===== config.mk =====
export PLATFORM = sky130hd
export DESIGN_NAME = pll_rst_ctrl
export DESIGN_NICKNAME = d
export VERILOG_FILES = /design/src/rtl/pll_rst_ctrl.sv
export SDC_FILE = /design/constraint.sdc
export NUM_CORES = 1
export LEC_CHECK = 0
export ABC_AREA = 0
export BUFFER_PORTS_ARGS = -buffer_cell sky130_fd_sc_hd__buf_2
export CORE_AREA = 8 8 60 62
export CTS_CLUSTER_SIZE = 16
export DETAILED_ROUTE_END_ITERATION = 10
export DIE_AREA = 0 0 68 70
export PLACE_DENSITY = 0.61
export SETUP_SLACK_MARGIN = 0.05
export SLEW_MARGIN = 20
export SYNTH_ARGS = -nofsm -noshare
export SYNTH_HDL_FRONTEND = slang
export SYNTH_SLANG_ARGS = --single-unit
export TNS_END_PERCENT = 5

===== constraint.sdc =====
create_clock -name clk -period 1.6 [get_ports clk]
set_input_delay 0.08 -clock clk [delete_from_list [all_inputs] [get_ports clk]]
set_output_delay 0.08 -clock clk [all_outputs]
set_load 0.03 [all_outputs]

===== src/rtl/pll_rst_ctrl.sv =====
// -----------------------------------------------------------------------------
// pll_rst_ctrl
//
// Reset manager living in the PLL output clock domain. The raw PLL lock flag
// is synchronised and then filtered (it must stay high for LOCK_FILTER
// consecutive cycles). After that the N_DOMAINS reset outputs are released
// one after another, RELEASE_GAP cycles apart, in index order. A lock loss
// or a force_rst request pulls every domain back into reset at once and
// restarts the filter. Lock losses seen while releasing or running are
// counted in a saturating debug counter.
//
// Ports:
//   clk           PLL output clock
//   rst_n         asynchronous active-low board / power-on reset
//   pll_locked    raw PLL lock flag, asynchronous to clk
//   force_rst     level request: hold every domain in reset while high
//   loss_clr      single-cycle pulse: clear loss_cnt
//   rst_n_out     per-domain active-low resets (async assert, sync release)
//   locked_stable high while every domain is released
//   loss_cnt      saturating count of lock losses seen while releasing/running
//
// If the PLL stops clk while unlocked, the outputs hold their last value
// until clk resumes. The top level must therefore gate rst_n with an
// external POR to guarantee reset in that situation.
// -----------------------------------------------------------------------------
module pll_rst_ctrl #(
  parameter int N_DOMAINS   = 2,
  parameter int SYNC_STAGES = 2,
  parameter int LOCK_FILTER = 16,
  parameter int RELEASE_GAP = 8,
  parameter int W_LOSS      = 4
) (
  input  logic                 clk,
  input  logic                 rst_n,
  input  logic                 pll_locked,
  input  logic                 force_rst,
  input  logic                 loss_clr,
  output logic [N_DOMAINS-1:0] rst_n_out,
  output logic                 locked_stable,
  output logic [W_LOSS-1:0]    loss_cnt
);

  localparam int FILT_W = (LOCK_FILTER > 1) ? $clog2(LOCK_FILTER) : 1;
  localparam int GAP_W  = (RELEASE_GAP > 1) ? $clog2(RELEASE_GAP) : 1;
  localparam int DOM_W  = (N_DOMAINS   > 1) ? $clog2(N_DOMAINS)   : 1;

  localparam logic [FILT_W-1:0] FILT_LAST = FILT_W'(LOCK_FILTER - 1);
  localparam logic [GAP_W-1:0]  GAP_LAST  = GAP_W'(RELEASE_GAP - 1);
  localparam logic [DOM_W-1:0]  DOM_LAST  = DOM_W'(N_DOMAINS - 1);

  typedef enum logic [1:0] {
    WAIT = 2'd0,
    REL  = 2'd1,
    RUN  = 2'd2
  } state_e;

  state_e                 state_q, state_d;
  logic [SYNC_STAGES-1:0] sync_q;
  logic [FILT_W-1:0]      filt_cnt_q, filt_cnt_d;
  logic [GAP_W-1:0]       gap_cnt_q, gap_cnt_d;
  logic [DOM_W-1:0]       dom_idx_q, dom_idx_d;
  logic [N_DOMAINS-1:0]   rst_out_q, rst_out_d;
  logic                   locked_q, locked_d;
  logic [W_LOSS-1:0]      loss_q, loss_d;

  logic lock_sync;
  logic loss_inc;

  assign lock_sync = sync_q[SYNC_STAGES-1];

  // ---------------------------------------------------------------------------
  // Next-state logic
  // ---------------------------------------------------------------------------
  always_comb begin
    // NOTE: every signal driven here gets a default first so that no path
    // leaves it unassigned; otherwise synthesis infers a latch.
    state_d    = state_q;
    filt_cnt_d = filt_cnt_q;
    gap_cnt_d  = gap_cnt_q;
    dom_idx_d  = dom_idx_q;
    rst_out_d  = rst_out_q;
    locked_d   = locked_q;
    loss_inc   = 1'b0;

    case (state_q)
      WAIT: begin
        if (lock_sync && !force_rst) begin
          if (filt_cnt_q == FILT_LAST) begin
            rst_out_d[0] = 1'b1;
            gap_cnt_d    = '0;
            dom_idx_d    = DOM_W'(1);
            if (N_DOMAINS == 1) begin
              state_d  = RUN;
              locked_d = 1'b1;
            end else begin
              state_d = REL;
            end
          end else begin
            filt_cnt_d = filt_cnt_q + FILT_W'(1);
          end
        end else begin
          // Any glitch in the filter window simply restarts it.
          filt_cnt_d = '0;
        end
      end

      REL, RUN: begin
        if (!lock_sync || force_rst) begin
          // Abort: every domain back into reset at once.
          rst_out_d  = '0;
          locked_d   = 1'b0;
          filt_cnt_d = '0;
          state_d    = WAIT;
          // Only a real lock loss is counted; force_rst alone is not.
          loss_inc   = !lock_sync;
        end else if (state_q == REL) begin
          if (gap_cnt_q == GAP_LAST) begin
            for (int i = 0; i < N_DOMAINS; i++) begin
              if (DOM_W'(i) == dom_idx_q) rst_out_d[i] = 1'b1;
            end
            gap_cnt_d = '0;
            dom_idx_d = dom_idx_q + DOM_W'(1);
            if (dom_idx_q == DOM_LAST) begin
              state_d  = RUN;
              locked_d = 1'b1;
            end
          end else begin
            gap_cnt_d = gap_cnt_q + GAP_W'(1);
          end
        end
      end

      default: begin
        rst_out_d  = '0;
        locked_d   = 1'b0;
        filt_cnt_d = '0;
        state_d    = WAIT;
      end
    endcase

    // A clear coinciding with a counted loss keeps that one loss.
    loss_d = loss_q;
    if (loss_clr) begin
      loss_d = loss_inc ? W_LOSS'(1) : '0;
    end else if (loss_inc && (loss_q != '1)) begin
      loss_d = loss_q + W_LOSS'(1);
    end
  end

  // ---------------------------------------------------------------------------
  // State registers
  // ---------------------------------------------------------------------------
  always_ff @(posedge clk or negedge rst_n) begin
    if (!rst_n) begin
      // NOTE: the synchroniser is reset too, so lock must be re-qualified
      // from scratch after every board reset.
      state_q    <= WAIT;
      sync_q     <= '0;
      filt_cnt_q <= '0;
      gap_cnt_q  <= '0;
      dom_idx_q  <= '0;
      rst_out_q  <= '0;
      locked_q   <= 1'b0;
      loss_q     <= '0;
    end else begin
      // NOTE: non-blocking assignments so every flop samples pre-edge values;
      // the synchroniser shift depends on this.
      state_q    <= state_d;
      sync_q     <= {sync_q[SYNC_STAGES-2:0], pll_locked};
      filt_cnt_q <= filt_cnt_d;
      gap_cnt_q  <= gap_cnt_d;
      dom_idx_q  <= dom_idx_d;
      rst_out_q  <= rst_out_d;
      locked_q   <= locked_d;
      loss_q     <= loss_d;
    end
  end

  assign rst_n_out     = rst_out_q;
  assign locked_stable = locked_q;
  assign loss_cnt      = loss_q;

endmodule


# [Word-level counts from Yosys, hierarchy flattened]
# Index checks and enable logic that the tools add are counted.
# Widths: inputs -> output; s select.
[totals] ff_bits=19 out_inout_bits=7 wordCells=84
[classes] addsub=4 eq_ne=16 mux=39 n_bitwise=1 reduce_logical=15
[op_table] op="$mux 4" count=5
[op_table] op="$mux 2" count=9
[op_table] op="$mux 3" count=5
[op_table] op="$ne 3x3->1 const B" count=5
[op_table] op="$reduce_and 5->1" count=3
[op_table] op="$mux 1" count=13
[op_table] op="$ne 2x2->1 const B" count=6
[op_table] op="$add 4x1->4 const B" count=2
[op_table] op="$pmux 1 s2" count=4
[op_table] op="$pmux 4 s2" count=1
[op_table] op="$pmux 3 s2" count=1
[op_table] op="$reduce_and 6->1" count=1
[op_table] op="$eq 4x4->1 const B" count=1
[op_table] op="$ne 4x4->1 const B" count=1
[op_table] op="$pmux 2 s2" count=1
[op_table] op="$reduce_and 4->1" count=1
[op_table] op="$reduce_bool 2->1" count=2
[op_table] op="$add 3x1->3 const B" count=1
[op_table] op="$eq 3x3->1 const B" count=1
[op_table] op="$eq 2x1->1 const B" count=1
[op_table] op="$eq 2x2->1 const B" count=1
[op_table] op="$logic_and 1x1->1" count=2
[op_table] op="$logic_not 1->1" count=2
[op_table] op="$logic_not 2->1" count=1
[op_table] op="5 further kinds" count=5

# [Longest topological paths before layout]
# Gate-level depths: netlist of the first run.
[logic_depth] ltp_word=7 ltp_mapped=7

# [Worst setup path after synthesis of the first run]
# Ideal clock, no wire load.
[synth_timing] path_type="reg2reg" from="reg state_q[0]" to="reg gap_cnt_q[0]" setup_ns=0.125 t_arrival_ns=1.643 required_time_ns=1.475 slack_ns=-0.168 path_stages_with_launch=7 path_buffers=1 synth_period_minus_slack_ns=1.768 cell_sequence="dfrtp_1 inv_1 ha_1 buf_2 a211o_1 a21oi_4 mux2_4"
[synth_between] elab_chain_len=4 word_cells_on_any_way=11 classes_between="eq/ne: 6; mux: 1; reduce/logical: 4"
[synth_lines] item="from (decl)" line_no="57" rtl="state_e state_q, state_d;"
[synth_lines] item="from (signal assigned)" line_no="168" rtl="state_q <= state_d;"
[synth_lines] item="$eq 2x1->1 / $eq 2x2->1 (equally long branches)" line_no="85, 116"
[synth_lines] item="$reduce_or 2->1" line_no="85" rtl="case (state_q)"
[synth_lines] item="$ne 2x2->1 (no line) / $reduce_bool 2->1 (equally long branches)"
[synth_lines] item="$reduce_and 5->1 (no line)"
[synth_lines] item="to (signal assigned)" line_no="171" rtl="gap_cnt_q <= gap_cnt_d;"
[synth_lines] item="to (decl)" line_no="60" rtl="logic [GAP_W-1:0] gap_cnt_q, gap_cnt_d;"
# Parallel ways exist; a longest one is shown, timed or not.
# A chain may end at the register's enable or synchronous reset.

# [Worst setup path after layout of the first run]
[layout_timing] from="reg state_q[1]" to="reg gap_cnt_q[0]"
# The elaborated chain is that of the path after synthesis.

==> impl_metrics.json, run 1 <==
{
  "hold_depth": 3,
  "slew_viol_final": 0,
  "rr_worst_depth": 5,
  "drive_gt1_share_pct": 33.6,
  "clock_skew_ns": 0.00408,
  "grt_pass1_vias": 854,
  "drt_iter0_markers": 15,
  "violations": "negative setup slack",
  "pwr-share-seq_pct": 58.9,
  "place_ws_ns": -0.0445,
  "run_status": "finished, violations left",
  "overflow": 0,
  "p_comb_share_pct": 5.2,
  "h-tree-depth": 1,
  "synth.cell_area_mm2": 0.00103,
  "fin_cells": 165,
  "p_leak_uw": 0.000639,
  "clk_latency_ns": 0.30,
  "ys_async_sr_fraction_pct": 100,
  "drtAntennaViolNets": 0,
  "clk_pin_slew_worst_paths_ns": 0.10,
  "setup_viol": 2,
  "synth_area_leaders": "dfrtp_1, ha_1, mux2i_1, nand2_1, a21oi_1",
  "setup_ws_ns": -0.0254,
  "synth.yosys.seq_area_share_pct": 43.9,
  "crit_required_ns": 1.80,
  "synth_edf_count": 0,
  "r2r-end": "gap_cnt_q[0]$_DFFE_PN0P_",
  "place.gp.congestion": 0.804,
  "yosys_most_used_dff": "dfrtp_1",
  "drtPass1Iterations": 4,
  "port_buffers": 11,
  "clockRootBuffer": "clkbuf_4",
  "swShare_pct": 21.4,
  "yosysUniqueCellTypes": 36,
  "netlist.area_leader.share_pct": 43.9,
  "cts.sinks": 18,
  "max_clock_freq_mhz": 615,
  "drt_wl_total_mm": 2.21,
  "total_power_uw": 785,
  "antenna_found_initial": 0,
  "worstSetupPathType": "flop to flop",
  "cts_buffer_depth": 2,
  "cp.arrival_ns": 1.82,
  "pwr_density_cell_mw_per_mm2": 586,
  "cts_tree": "done",
  "vias_per_cell": 5.35,
  "grt_pass1_wl_mm": 3.71,
  "ys_warn_count": 0,
  "cts_buffers": 3,
  "nFillCells": 245,
  "syn_area_per_cell_um2": 10.2,
  "die_height_um": 70,
  "ff2ff_setup_slack_ns": -0.03,
  "pin_count": 12,
  "switchingPower_uw": 168,
  "rows": 19,
  "min_path_type": "input pin to flop",
  "period_needed_ns": 1.63,
  "yosys_register_bits": 18,
  "clkPwrFrac_pct": 35.9,
  "finalHoldViolCount": 0,
  "yosysTopAreaCell": "dfrtp_1",
  "holdCritStartpoint": "force_rst",
  "wire_per_inst_um": 13.4,
  "finalCritPeriodShare_pct": 102,
  "dpl.hpwl_mm": 1.62,
  "maxCapViolCount": 0,
  "dp.cells": 151,
  "worst_pin_slew_ns": 0.420,
  "syn_nets": 114,
  "vdd_drop_max_mv": 0.599,
  "fp.coreArea_mm2": 0.00266,
  "nets": 148,
  "grt_use_total_pct": 9.64,
  "cp-start-kind": "flop",
  "post-route-util_pct": 50.3,
  "routed-via-count": 882,
  "timing.rr.start": "state_q[1]$_DFFE_PN0P_",
  "syn_to_final_growth_pct": 30.6,
  "startpoint": "state_q[1]$_DFFE_PN0P_",
  "setup_tns_ns": -0.0302,
  "rsz0062_at_grt": "true",
  "relSlewSlack_pct": 72.0,
  "grt_max_degree": 19,
  "remaining_drc_errors": 0,
  "initial_core_util_pct": 38.5,
  "dieArea_mm2": 0.00476,
  "die_x_um": 68,
  "syn_inst": 101,
  "diodes": 0,
  "cp-end-kind": "flop",
  "p_int_uw": 617,
  "worstPathMaxFanout": 3,
  "min_to": "state_q[1]$_DFFE_PN0P_"
}
[layout by cell type, fill, tap and decap left out, drive strengths merged, types with 2 or more instances in the layout]
cell,netlist,layout
buf,3,29
dfrtp,18,18
nand2,8,8
ha,8,8
inv,7,7
a21oi,6,6
o21ai,6,6
nand3,5,5
mux2i,4,4
nor2,4,4
clkbuf,0,4
a31oi,3,3
dlygate4sd3,0,3
nor3,3,3
a211oi,3,3
and3,2,2
o22ai,2,2
nand3b,2,2
o21a,2,2
a41oi,2,2
xor2,2,2
[critical path, stage by stage, from the launching register on]
cell,delay (ns)
dfrtp_1,0.42
inv_2,0.09
ha_4,0.21
a211o_1,0.31
a21oi_4,0.19
mux2_4,0.31
[synth_stat cells, types with 3 or more instances]
cell	n
dfrtp_1	18
ha_1	8
nand2_1	8
inv_1	6
a21oi_1	5
nand3_1	5
mux2i_1	4
nor2_1	4
a31oi_1	3
nor3_1	3
o21ai_0	3
o21ai_1	3
[power by group through the flow]
stage	logic [uW]	registers, uW	clock network, uW
detailed placement	35.0	471	0
finish	40.8	462	282
global route	45.4	463	298
global placement	34.5	471	0
floorplan	13.2	472	0
CTS	40.5	462	292
[logic make-up (layout without fill, tap and decap cells)]
kind of cell / count (synthesis) / count (layout) / synth area share, %
AOI/OAI and AO/OA: 29 / 29 / 19.9
and+or+nand+nor: 29 / 29 / 14.5
DFF: 18 / 18 / 43.9
buffers and inverters: 10 / 43 / 4.88
adders and majority gates: 8 / 8 / 9.76
muxes: 5 / 5 / 5.37
xor gates and xnor gates: 2 / 2 / 1.71
[cell type report]
type / instances / area [um^2] / share of cell area, %
sequential: 18 / 450 / 33.6
clock buffer: 4 / 36.3 / 2.71
timing repair buffer: 32 / 228 / 17.0
multi-input combinational: 73 / 558 / 41.6
tap: 31 / 38.8 / 2.89
inverter: 7 / 28.8 / 2.15
[metal layers]
layer / up-vias / share of wire (%) / global-route usage [%]
met4: 0 / 1.5 / 4.10
li1: 433 / - / -
met2: 10 / 52 / 16.2
met1: 437 / 44 / 11.5
met5: - / 0 / 0
met3: 2 / 2.1 / 1.59
[metrics by stage]
stage | hold slack, ns | cell area [um^2]
final | 0.207 | 1340
after global routing | 0.243 | 1340
after CTS | 0.200 | 1280
after detailed placement | 0.0353 | 1190
after global placement | 0.0273 | 1190
after floorplan | -0.216 | 1040
[flip-flops by register name (all words and copies together), names as in the netlist]
register    flops
gap_cnt_q       3
loss_cnt        4
sync_q          2
rst_n_out       2
filt_cnt_q      4
state_q         2
dom_idx_q       1
[worst max-delay path by stage]
stage | endpoint | slack, ns | cells after the start
after detailed placement | gap_cnt_q[0]$_DFFE_PN0P_ | -0.04 | 5
after CTS | rst_n_out[0]$_DFFE_PN0P_ | -0.03 | 7
after global routing | rst_n_out[0]$_DFFE_PN0P_ | -0.14 | 8
after global placement | gap_cnt_q[0]$_DFFE_PN0P_ | -0.01 | 5
final | gap_cnt_q[0]$_DFFE_PN0P_ | -0.03 | 5
after floorplan | gap_cnt_q[0]$_DFFE_PN0P_ | -0.17 | 6
[timing repair]
| action | CTS | global route |
|---|---|---|
| hold buffers | 3 | 0 |
| buffers inserted | 2 | 5 |
| hold endpoints to repair | 22 | 0 |
| gates resized for setup | 2 | 6 |
| pin swaps | 1 | 3 |
| endpoints found under the setup margin | 9 | 11 |
(Power assumes the default switching activity.)
==> run 2, diff against run 1 <==
--- a/config.mk
+++ b/config.mk
@@ -15,2 +15,3 @@
 export SETUP_SLACK_MARGIN = 0.05
+export SKIP_LAST_GASP = 1
 export SLEW_MARGIN = 20
==> constraint.sdc (replaced) <==
create_clock -name clk -period 1.6 [get_ports clk]
set_input_delay 0.16 -clock clk [delete_from_list [all_inputs] [get_ports clk]]
set_output_delay 0.16 -clock clk [all_outputs]
set_load 0.03 [all_outputs]
==> run 2 against run 1 <==
The flow still finishes with violations (negative setup slack). Total power decreased by 0.56%. Routed wire length decreased by 3.4%. Clock power about the same. Non-clock buffer count decreased by 1. Sequential cell count unchanged. Critical endpoint is now gap_cnt_q[1]$_DFFE_PN0P_. Largest cell class unchanged. Largest power group unchanged.
==> impl_metrics.json, run 2 (synthesis gave the netlist of run 1 again) <==
{
  "switchingPower_uw": 165,
  "clkPwrFrac_pct": 35.9,
  "overflow": 0,
  "place_ws_ns": -0.0445,
  "syn_to_final_growth_pct": 27.6,
  "clk_latency_ns": 0.30,
  "worstPathMaxFanout": 3,
  "cts_buffers": 3,
  "clk_pin_slew_worst_paths_ns": 0.10,
  "run_status": "finished, violations left",
  "die_height_um": 70,
  "dpl.hpwl_mm": 1.62,
  "worstSetupPathType": "flop to flop",
  "drt_wl_total_mm": 2.13,
  "grt_max_degree": 19,
  "worst_pin_slew_ns": 0.414,
  "worst_path_max_delay_cell": "or3_4",
  "routed-via-count": 862,
  "nFillCells": 244,
  "drtAntennaViolNets": 0,
  "initial_core_util_pct": 38.5,
  "dieArea_mm2": 0.00476,
  "crit_required_ns": 1.82,
  "finalHoldViolCount": 0,
  "cts_tree": "done",
  "setup_ws_ns": -0.0188,
  "grt_util_met3_pct": 1.59,
  "slew_viol_final": 0,
  "min_path_type": "input pin to flop",
  "clock_skew_ns": 0.00666,
  "cts.sinks": 18,
  "total_power_uw": 781,
  "cts_buffer_depth": 2,
  "drt_iter0_markers": 10,
  "final_cell_mix": "dfrtp_1, buf_4, buf_2",
  "layout_commonest_cell": "dfrtp_1",
  "p_comb_share_pct": 4.9,
  "p_int_uw": 616,
  "rows": 19,
  "cp-end-kind": "flop",
  "pin_count": 12,
  "wire_per_inst_um": 13.0,
  "relSlewSlack_pct": 72.4,
  "grt_pass1_wl_mm": 3.70,
  "grt_pass1_vias": 851,
  "clockRootBuffer": "clkbuf_4",
  "setup_viol": 2,
  "p_leak_uw": 0.000630,
  "fp.coreArea_mm2": 0.00266,
  "violations": "negative setup slack",
  "drive_gt1_share_pct": 31.6,
  "pwr_density_cell_mw_per_mm2": 597,
  "die_x_um": 68,
  "rsz0062_at_grt": "true",
  "antenna_found_initial": 0,
  "path_cells": "inv_2, ha_1, or3_4, a21oi_4, buf_4, mux2i_1",
  "remaining_drc_errors": 0,
  "dp.cells": 151,
  "place.gp.congestion": 0.804,
  "h-tree-depth": 1,
  "swShare_pct": 21.2,
  "port_buffers": 11,
  "finalCritPeriodShare_pct": 101,
  "diodes": 0,
  "busiest_layer": "met2",
  "vdd_drop_max_mv": 0.592,
  "pwr-share-seq_pct": 59.2,
  "drtPass1Iterations": 4,
  "maxCapViolCount": 0,
  "vias_per_cell": 5.26,
  "cp.arrival_ns": 1.84,
  "period_needed_ns": 1.62,
  "max_clock_freq_mhz": 618,
  "cp-start-kind": "flop",
  "nets": 147,
  "crit_path_max_incr_delay_ns": 0.42,
  "fin_cells": 164,
  "met2_usage_pct": 16.1,
  "grt_use_total_pct": 9.64,
  "use_met1_pct": 11.6
}
[run 2: cell types whose count changed in the layout (fill, tap and decap cells not counted)]
cell | before | now
buf_6 | 2 | 1
inv_4 | 1 | 0
nor2_1 | 3 | 4
a211oi_2 | 2 | 1
dlygate4sd3_1 | 3 | 2
inv_2 | 2 | 3
ha_1 | 6 | 7
ha_2 | 1 | 0
buf_4 | 16 | 17
nor2_4 | 1 | 0
a211oi_1 | 1 | 2
[run 2: timing repair]
item                       in CTS  in global routing
setup endpoints to repair       9                 11
pin swaps                       1                  1
setup buffers                   2                  5
resized for setup               0                  2
hold endpoints to repair       19                  0
hold buffers                    2                  0
[run 2: power by group through the flow]
stage               combinational (uW)  sequential [uW]  clock, uW
finish                            37.9              462        281
global route                      42.8              463        298
CTS                               38.7              462        292
detailed placement                35.0              471          0
global placement                  34.5              471          0
floorplan                         13.2              472          0
[run 2: layout make-up]
| type | instances | area (um^2) | share of cell area (%) |
|---|---|---|---|
| Multi-Input combinational cell | 73 | 543 | 41.5 |
| Sequential cell | 18 | 450 | 34.4 |
| Timing Repair Buffer | 31 | 214 | 16.3 |
| Tap cell | 31 | 38.8 | 2.96 |
| Clock buffer | 4 | 36.3 | 2.77 |
| Inverter | 7 | 26.3 | 2.01 |
[run 2: per-layer routing]
metal | vias up | wire length [um] | share of wire [%]
met4 | 0 | 33 | 1.5
met5 | - | 0 | 0
li1 | 430 | - | -
met2 | 8 | 1100 | 51
met1 | 422 | 961 | 45
met3 | 2 | 39 | 1.8
[run 2: final timing paths]
check	start	end	slack, ns	cells after the start
hold reg to reg	sync_q[0]$_DFF_PN0_	sync_q[1]$_DFF_PN0_	0.37	0
hold / removal	loss_clr	loss_cnt[2]$_DFFE_PN0P_	0.06	2
setup reg to reg	state_q[0]$_DFFE_PN0P_	gap_cnt_q[1]$_DFFE_PN0P_	-0.02	6
max in group asynchronous	rst_n	filt_cnt_q[0]$_DFFE_PN0P_	1.00	2
setup / recovery	state_q[0]$_DFFE_PN0P_	gap_cnt_q[1]$_DFFE_PN0P_	-0.02	6
min in group asynchronous	rst_n	rst_n_out[0]$_DFFE_PN0P_	0.30	2
[run 2: stage by stage]
step / utilization (%) / setup TNS, ns / hold slack (ns) / cell area [um^2]
after floorplan: - / -0.177 / -0.136 / 1040
after global routing: 49.2 / -0.743 / 0.0659 / 1310
final: 49.2 / -0.0344 / 0.0629 / 1310
after detailed placement: 44.7 / -0.138 / 0.115 / 1190
after CTS: 47.4 / -0.110 / 0.0520 / 1260
after global placement: 44.7 / -0.0142 / 0.107 / 1190
[run 2: critical path: cells and delay by family (launching register included)]
family                   cells  cell delay, ns
AND/OR/NAND/NOR              1            0.42
buffers and inverters        2            0.20
adder cells (fa/ha/maj)      1            0.21
AO/OA/AOI/OAI                1            0.15
flip-flops                   1            0.37
multiplexers                 1            0.19
